--- src/rtl/program_loader.sv ---
// program_loader: streams a program image into instruction memory and holds the core in reset
// until the image is complete. Define PROGRAM_LOADER_VERIFY_EN for XOR-checksum readback.
module program_loader #(
  parameter int unsigned D = 12,
  parameter int unsigned W = 9
) (
  input  logic         i_clock,
  input  logic         i_reset,
  input  logic         i_start,
  input  logic [W-1:0] i_in_data,
  input  logic         i_in_valid,
  input  logic         i_in_last,
  output logic         o_in_ready,
  output logic         o_mem_we,
  output logic [D-1:0] o_mem_addr,
  output logic [W-1:0] o_mem_wdata,
  input  logic [W-1:0] i_mem_rdata,
  output logic         o_core_hold,
  output logic         o_busy,
  output logic         o_done,
  output logic         o_error,
  output logic [D:0]   o_word_count
);

`ifdef PROGRAM_LOADER_VERIFY_EN
  typedef enum logic [2:0] {
    StIdle   = 3'd0,
    StLoad   = 3'd1,
    StVerify = 3'd2,
    StDone   = 3'd3,
    StErr    = 3'd4
  } state_e;
`else
  typedef enum logic [2:0] {
    StIdle = 3'd0,
    StLoad = 3'd1,
    StDone = 3'd3,
    StErr  = 3'd4
  } state_e;
`endif

  state_e       r_state;
  state_e       w_state_d;
  logic [D-1:0] r_addr;
  logic [D-1:0] w_addr_d;
  logic [D:0]   r_word_count;
  logic [D:0]   w_word_count_d;
  logic         r_done;
  logic         w_done_d;
  logic         r_error;
  logic         w_error_d;
  logic         r_core_hold;
  logic         w_core_hold_d;
  logic         w_in_ready;
  logic         w_accept;
  logic         w_start_load;

`ifdef PROGRAM_LOADER_VERIFY_EN
  logic [W-1:0] r_csum_load;
  logic [W-1:0] w_csum_load_d;
  logic [W-1:0] r_csum_read;
  logic [W-1:0] w_csum_read_d;
  logic [D:0]   r_vcnt;
  logic [D:0]   w_vcnt_d;
  logic [W-1:0] w_csum_final;
`else
  logic w_unused_rdata;
  assign w_unused_rdata = ^i_mem_rdata;
`endif

  assign w_accept = i_in_valid & w_in_ready;

  always_comb begin
    w_state_d      = r_state;
    w_addr_d       = r_addr;
    w_word_count_d = r_word_count;
    w_done_d       = r_done;
    w_error_d      = r_error;
    w_core_hold_d  = r_core_hold;
    w_in_ready     = 1'b0;
    w_start_load   = 1'b0;
    o_busy         = 1'b0;
    o_mem_addr     = r_addr;
`ifdef PROGRAM_LOADER_VERIFY_EN
    w_csum_load_d  = r_csum_load;
    w_csum_read_d  = r_csum_read;
    w_vcnt_d       = r_vcnt;
    w_csum_final   = r_csum_read ^ i_mem_rdata;
`endif

    unique case (r_state)
      StIdle: w_start_load = i_start;
      StLoad: begin
        w_in_ready = 1'b1;
        o_busy     = 1'b1;
        if (i_in_valid) begin
          w_addr_d       = r_addr + D'(1);
          w_word_count_d = r_word_count + (D+1)'(1);
`ifdef PROGRAM_LOADER_VERIFY_EN
          w_csum_load_d  = r_csum_load ^ i_in_data;
`endif
          if (i_in_last) begin
`ifdef PROGRAM_LOADER_VERIFY_EN
            w_state_d     = StVerify;
            w_vcnt_d      = '0;
            w_csum_read_d = '0;
`else
            w_state_d     = StDone;
            w_done_d      = 1'b1;
            w_core_hold_d = 1'b0;
`endif
          end else if (&r_addr) begin
            // Last address filled without in_last: image does not fit.
            w_state_d = StErr;
            w_error_d = 1'b1;
          end
        end
      end
`ifdef PROGRAM_LOADER_VERIFY_EN
      StVerify: begin
        o_busy     = 1'b1;
        o_mem_addr = r_vcnt[D-1:0];
        w_vcnt_d   = r_vcnt + (D+1)'(1);
        // Read data lags the address by one cycle, so cycle 0 carries no data.
        if (r_vcnt != '0) begin
          w_csum_read_d = w_csum_final;
        end
        if (r_vcnt == r_word_count) begin
          if (w_csum_final == r_csum_load) begin
            w_state_d     = StDone;
            w_done_d      = 1'b1;
            w_core_hold_d = 1'b0;
          end else begin
            w_state_d = StErr;
            w_error_d = 1'b1;
          end
        end
      end
`endif
      StDone:  w_start_load = i_start;
      StErr:   w_start_load = i_start;
      default: w_state_d = StIdle;
    endcase

    if (w_start_load) begin
      w_state_d      = StLoad;
      w_addr_d       = '0;
      w_word_count_d = '0;
      w_done_d       = 1'b0;
      w_error_d      = 1'b0;
      w_core_hold_d  = 1'b1;
`ifdef PROGRAM_LOADER_VERIFY_EN
      w_csum_load_d  = '0;
      w_csum_read_d  = '0;
`endif
    end
  end

  always_ff @(posedge i_clock) begin
    if (!i_reset) begin
      r_state      <= StIdle;
      r_addr       <= '0;
      r_word_count <= '0;
      r_done       <= 1'b0;
      r_error      <= 1'b0;
      r_core_hold  <= 1'b1;
    end else begin
      r_state      <= w_state_d;
      r_addr       <= w_addr_d;
      r_word_count <= w_word_count_d;
      r_done       <= w_done_d;
      r_error      <= w_error_d;
      r_core_hold  <= w_core_hold_d;
    end
  end

`ifdef PROGRAM_LOADER_VERIFY_EN
  always_ff @(posedge i_clock) begin
    if (!i_reset) begin
      r_csum_load <= '0;
      r_csum_read <= '0;
      r_vcnt      <= '0;
    end else begin
      r_csum_load <= w_csum_load_d;
      r_csum_read <= w_csum_read_d;
      r_vcnt      <= w_vcnt_d;
    end
  end
`endif

  assign o_in_ready   = w_in_ready;
  assign o_mem_we     = w_accept;
  assign o_mem_wdata  = i_in_data;
  assign o_core_hold  = r_core_hold;
  assign o_done       = r_done;
  assign o_error      = r_error;
  assign o_word_count = r_word_count;

endmodule

--- config.mk ---
export PLATFORM = sky130hd
export DESIGN_NAME = program_loader
export DESIGN_NICKNAME = d
export VERILOG_FILES = /design/src/rtl/program_loader.sv
export SDC_FILE = /design/constraint.sdc
export NUM_CORES = 1
export LEC_CHECK = 0
export CORE_AREA = 2 2 63 65
export DETAILED_ROUTE_END_ITERATION = 12
export DIE_AREA = 0 0 65 67
export GPL_TIMING_DRIVEN = 0
export MAX_ROUTING_LAYER = met4
export PLACE_DENSITY = 0.83
export SLEW_MARGIN = 5
export SYNTH_ARGS = -nofsm -noshare
export SYNTH_HDL_FRONTEND = slang
export SYNTH_SLANG_ARGS = --single-unit
--- constraint.sdc ---
create_clock -name i_clock -period 2.5 [get_ports i_clock]
set_clock_uncertainty 0.05 [all_clocks]
set_input_delay 0.5 -clock i_clock [delete_from_list [all_inputs] [get_ports i_clock]]
set_output_delay 0.5 -clock i_clock [all_outputs]
set_load 0.01 [all_outputs]
Word-level counts from Yosys, hierarchy flattened:

Index checks and enable logic that the tools add are counted.

* output and inout port bits: 40
* flip-flop bits (word level): 31
* bits in latches: 0
* memories kept: 0
* memory bits (read-only): 0
* word-level logic and storage cells: 37
* bits in writable memories: 0

* $lt $le $gt $ge: 0
* muxes and demuxes: 7
* divide/modulo/power cells: 0
* multipliers: 0
* shift-type cells: 0
* add/subtract/negate cells: 2
* reduce and logical (&&, ||, !) cells: 9
* equality and inequality tests: 8
* bitwise gates (word level): 4

Operator list (count)
* AND reduction 15 bit: 1
* adder 13 x 1 -> 13 bit (second input constant): 1
* adder 12 x 1 -> 12 bit (second input constant): 1
* AND reduction 12 bit: 1
* two-way mux 3 bit: 3
* AND reduction 3 bit: 3
* != test 3 bit (second input constant): 2
* case mux 3 bit (2 select lines): 1
* != test 4 bit (second input constant): 1
* equality test 3 x 1 -> 1 bit (second input constant): 1
* equality test 3 x 2 -> 1 bit (second input constant): 1
* equality test 3 bit (second input constant): 1
* logical NOT 3 bit: 1
* two-way mux 1 bit: 3
* inverter 1 bit: 3
* OR reduction 3 bit: 1
* != test 2 x 1 -> 1 bit (second input constant): 1
* != test 2 bit (second input constant): 1
* AND reduction 2 bit: 1
* OR reduction 2 bit: 1
* AND 1 bit: 1

Logic depth before layout (Yosys ltp):

* depth in word-level cells: 6
* depth in mapped cells: 7
* gate-level depth less buffers: 4

Worst setup path before layout:

OpenSTA, ideal clock, no wires.

* path type: in2out
* start: in i_in_valid
* end: out o_mem_we
* stages on the path: 4
* required time: 1.950 ns
* arrival: 1.057 ns
* slack: 0.893 ns
* buffers on the path: 2
* cell sequence: nand4bb_1 buf_2 buf_6 clkinv_1

* longest elaborated chain between the ends: 1

RTL lines
* from (decl): RTL line 11 `input logic i_in_valid,`
* AND 1 bit: RTL line 71 `assign w_accept = i_in_valid & w_in_ready;`
* to (decl): RTL line 14 `output logic o_mem_we,`

No other way between the ends.

Final worst setup path:

* start: reg r_state[0]
* end: out o_in_ready

* longest elaborated chain between the ends: 2

RTL lines
* from (decl): RTL line 42 `state_e r_state;`
* from (signal assigned): RTL line 161 `r_state <= StIdle;`
* from (signal assigned): RTL line 168 `r_state <= w_state_d;`
* equality test 3 x 1 -> 1 bit: RTL line 91 `unique case (r_state)`
* two-way mux 1 bit: RTL line 91
* to (decl): RTL line 13 `output logic o_in_ready,`

No other way between the ends.

==> impl_metrics.ini <==
[cts]
post_cts_buffers = 0
clock-root-buffer = clkbuf_8
cts_resized = 2
cts_tree = built
htree_levels = 2
ctsHoldBuffers = 0
cts_buffers = 5
clk_pin_slew_worst_paths_ps = 60
clockBufferDepth = 2
insertion_delay_ps = 290
clock_sink_count = 31

[pwr]
p_per_area_nw_per_um2 = 468
p_leak_uw = 0.000728
peakVddDrop_v = 0.000352

[grt]
grt_pass1_vias = 1465
grt_overflow_total = 0
track_usage_pct = 20.7
antenna_found_initial = 0
grt_pass1_wl_um = 6710
grt_max_degree = 11

[logic_synthesis]
synth_area_per_cell_um2 = 8.65
yosysSeqAreaShare_pct = 36.8
yosysWarningCount = 0
syn_area_um2 = 1690
yosysMostFrequentCell = dfxtp_1
synth_flop_cell = dfxtp_1
synth_commonest_cells = 31 x dfxtp_1, 16 x nand4_1, 15 x a21oi_1, 14 x nand4b_1
yosysUniqueCellTypes = 34
ys_async_sr_fraction_pct = 0
synth_top_cells_by_area = dfxtp_1 37%, nand4b_1 7.3%, mux2i_1 5.9%
synth_edf_count = 0
synth_fp_nets = 220
synth.ff_latch_count = 31
yosysTopAreaCell = dfxtp_1
yosysTopAreaCellShare_pct = 36.8
netlist_instances = 195

[detailed_routing]
first_pass_iters = 5
drc_errors = 0
wire_per_inst_um = 14.3
drtIter0Drc = 72
antenna_left = 0
vias = 1684
wirelength_um = 4200
avgViaCountPerCell = 5.73

[timing]
worstMarginPinSlew_ps = 440
setup_viol = 0
fin_crit_ps = 2180
post-route-period-util_pct = 87.3
finalMaxSlewViolations = 0
hold_violations = 0
max_slew_margin_pct = 70.7
setup_tns_ps = 0
fmax_mhz = 458
rsz0062_at_grt = no

[floorplanning]
rows = 22
die-area_um2 = 4360
start_util_pct = 46.8
dieWidth_um = 65
die_h_um = 67
io_pins = 63
core_area_um2 = 3610

[critical_path]
crit_arrival_ps = 1630
crit_fanout = 6
reg2reg_slack_ps = 820
crit_path_start_kind = register
critPathRequiredTime_ps = 1950
setup.worst_path.end_class = output port
setup.worst_path.class = register to output port
rr_worst_depth = 6

[layout]
multi_input_area_um2 = 886
diodes = 0
layout-drive-gt1-share_pct = 11.4
design_area_um2 = 2280
fin_nets = 270
fillers = 323
synthToLayoutAreaGrowth_pct = 35.4
final-seq-area_um2 = 621

[placed_design]
dp_hpwl_um = 2890
portBuffers = 43
gp_congestion = 0.832
post_dp_cell_area_um2 = 2180

[flow_run]
maxCapViolCount = 0

[hold_path]
hold-path-cell-count = 1
hold_class = register to register

[status]
status = completed
[state kept, by name (all words and copies together), names as in the netlist]
name and flops:
o_core_hold 1, o_mem_addr 12, r_state 3, o_done 1
o_error 1, o_word_count 13
[where the power goes]
part / internal [µW] / switching [µW] / leakage, µW / total [µW]
Sequential: 498 / 5.37 / 0.000250 / 504
Combinational: 60.6 / 64.4 / 0.000426 / 125
Clock: 251 / 189 / 0.0000515 / 440
Total: 810 / 259 / 0.000728 / 1070
[routing by layer]
| metal | routed length [µm] | GRT usage [%] | vias to the layer above |
|---|---|---|---|
| li1 | - | - | 839 |
| met1 | 1950 | 25.5 | 786 |
| met2 | 1940 | 32.7 | 53 |
| met3 | 252 | 5.57 | 6 |
| met4 | 54 | 7.18 | 0 |
| met5 | 0 | - | - |
[kinds of logic (layout without fill, tap and decap cells)]
group           count (synthesis)  in the layout  share of synthesized area [%]
compound gates                 31             31                           10.9
flops                          31             31                           36.8
simple gates                   88             88                           33.2
mux                            10             10                           5.93
buf+inv                        31             82                           10.7
xor+xnor                        2              2                           1.04
fa+ha+maj                       2              2                           1.48
[worst max-delay path, cell delays in order (launching register included)]
cell and delay [ps]:
dfxtp_1 410, nand2b_1 150, nor2_1 150, buf_4 120, clkdlybuf4s50_1 520
[final cells by class]
cell class,instances,share of cell area (%)
sequential,31,27.2
buffer,24,6.85
inverter,7,1.21
tap,48,2.63
multi-input combinational,133,38.8
timing repair buffer,43,19.0
clock buffer,8,4.38
[worst paths after layout]
path / from / to
setup / recovery: r_state[0] / o_in_ready
hold / removal: o_core_hold / o_core_hold
setup reg to reg: r_state[1] / o_word_count[12]
hold reg to reg: o_core_hold / o_core_hold
[layout by cell type, fill, tap and decap left out, types with 2 or more instances in the layout]
cell              n
clkdlybuf4s50_1  41
dfxtp_1          31
nand4_1          16
a21oi_1          15
nand4b_1         14
nor4_1           11
nand2_1          11
nand3_1          10
mux2i_1          10
buf_4            10
clkbuf_1          9
or3_1             7
clkbuf_8          7
o31ai_1           6
inv_1             6
o21ai_0           6
nor2_1            5
or4_1             5
buf_6             3
buf_2             2
xnor2_1           2
ha_1              2
[per-stage QoR]
stage | setup WS (ps) | util [%] | hold slack, ps | total power (µW) | cells
6_report | 318 | 63.3 | 410 | 1070 | 294
5_1_grt | 245 | 63.3 | 428 | 1110 | 294
4_1_cts | 22.3 | 63.2 | 411 | 1080 | 294
3_5_place_dp | -331 | 60.4 | 396 | 639 | 286
3_3_place_gp | -310 | 60.4 | 390 | 637 | 286
2_1_floorplan | 893 | - | 442 | 590 | 195
(Power assumes the default switching activity.)
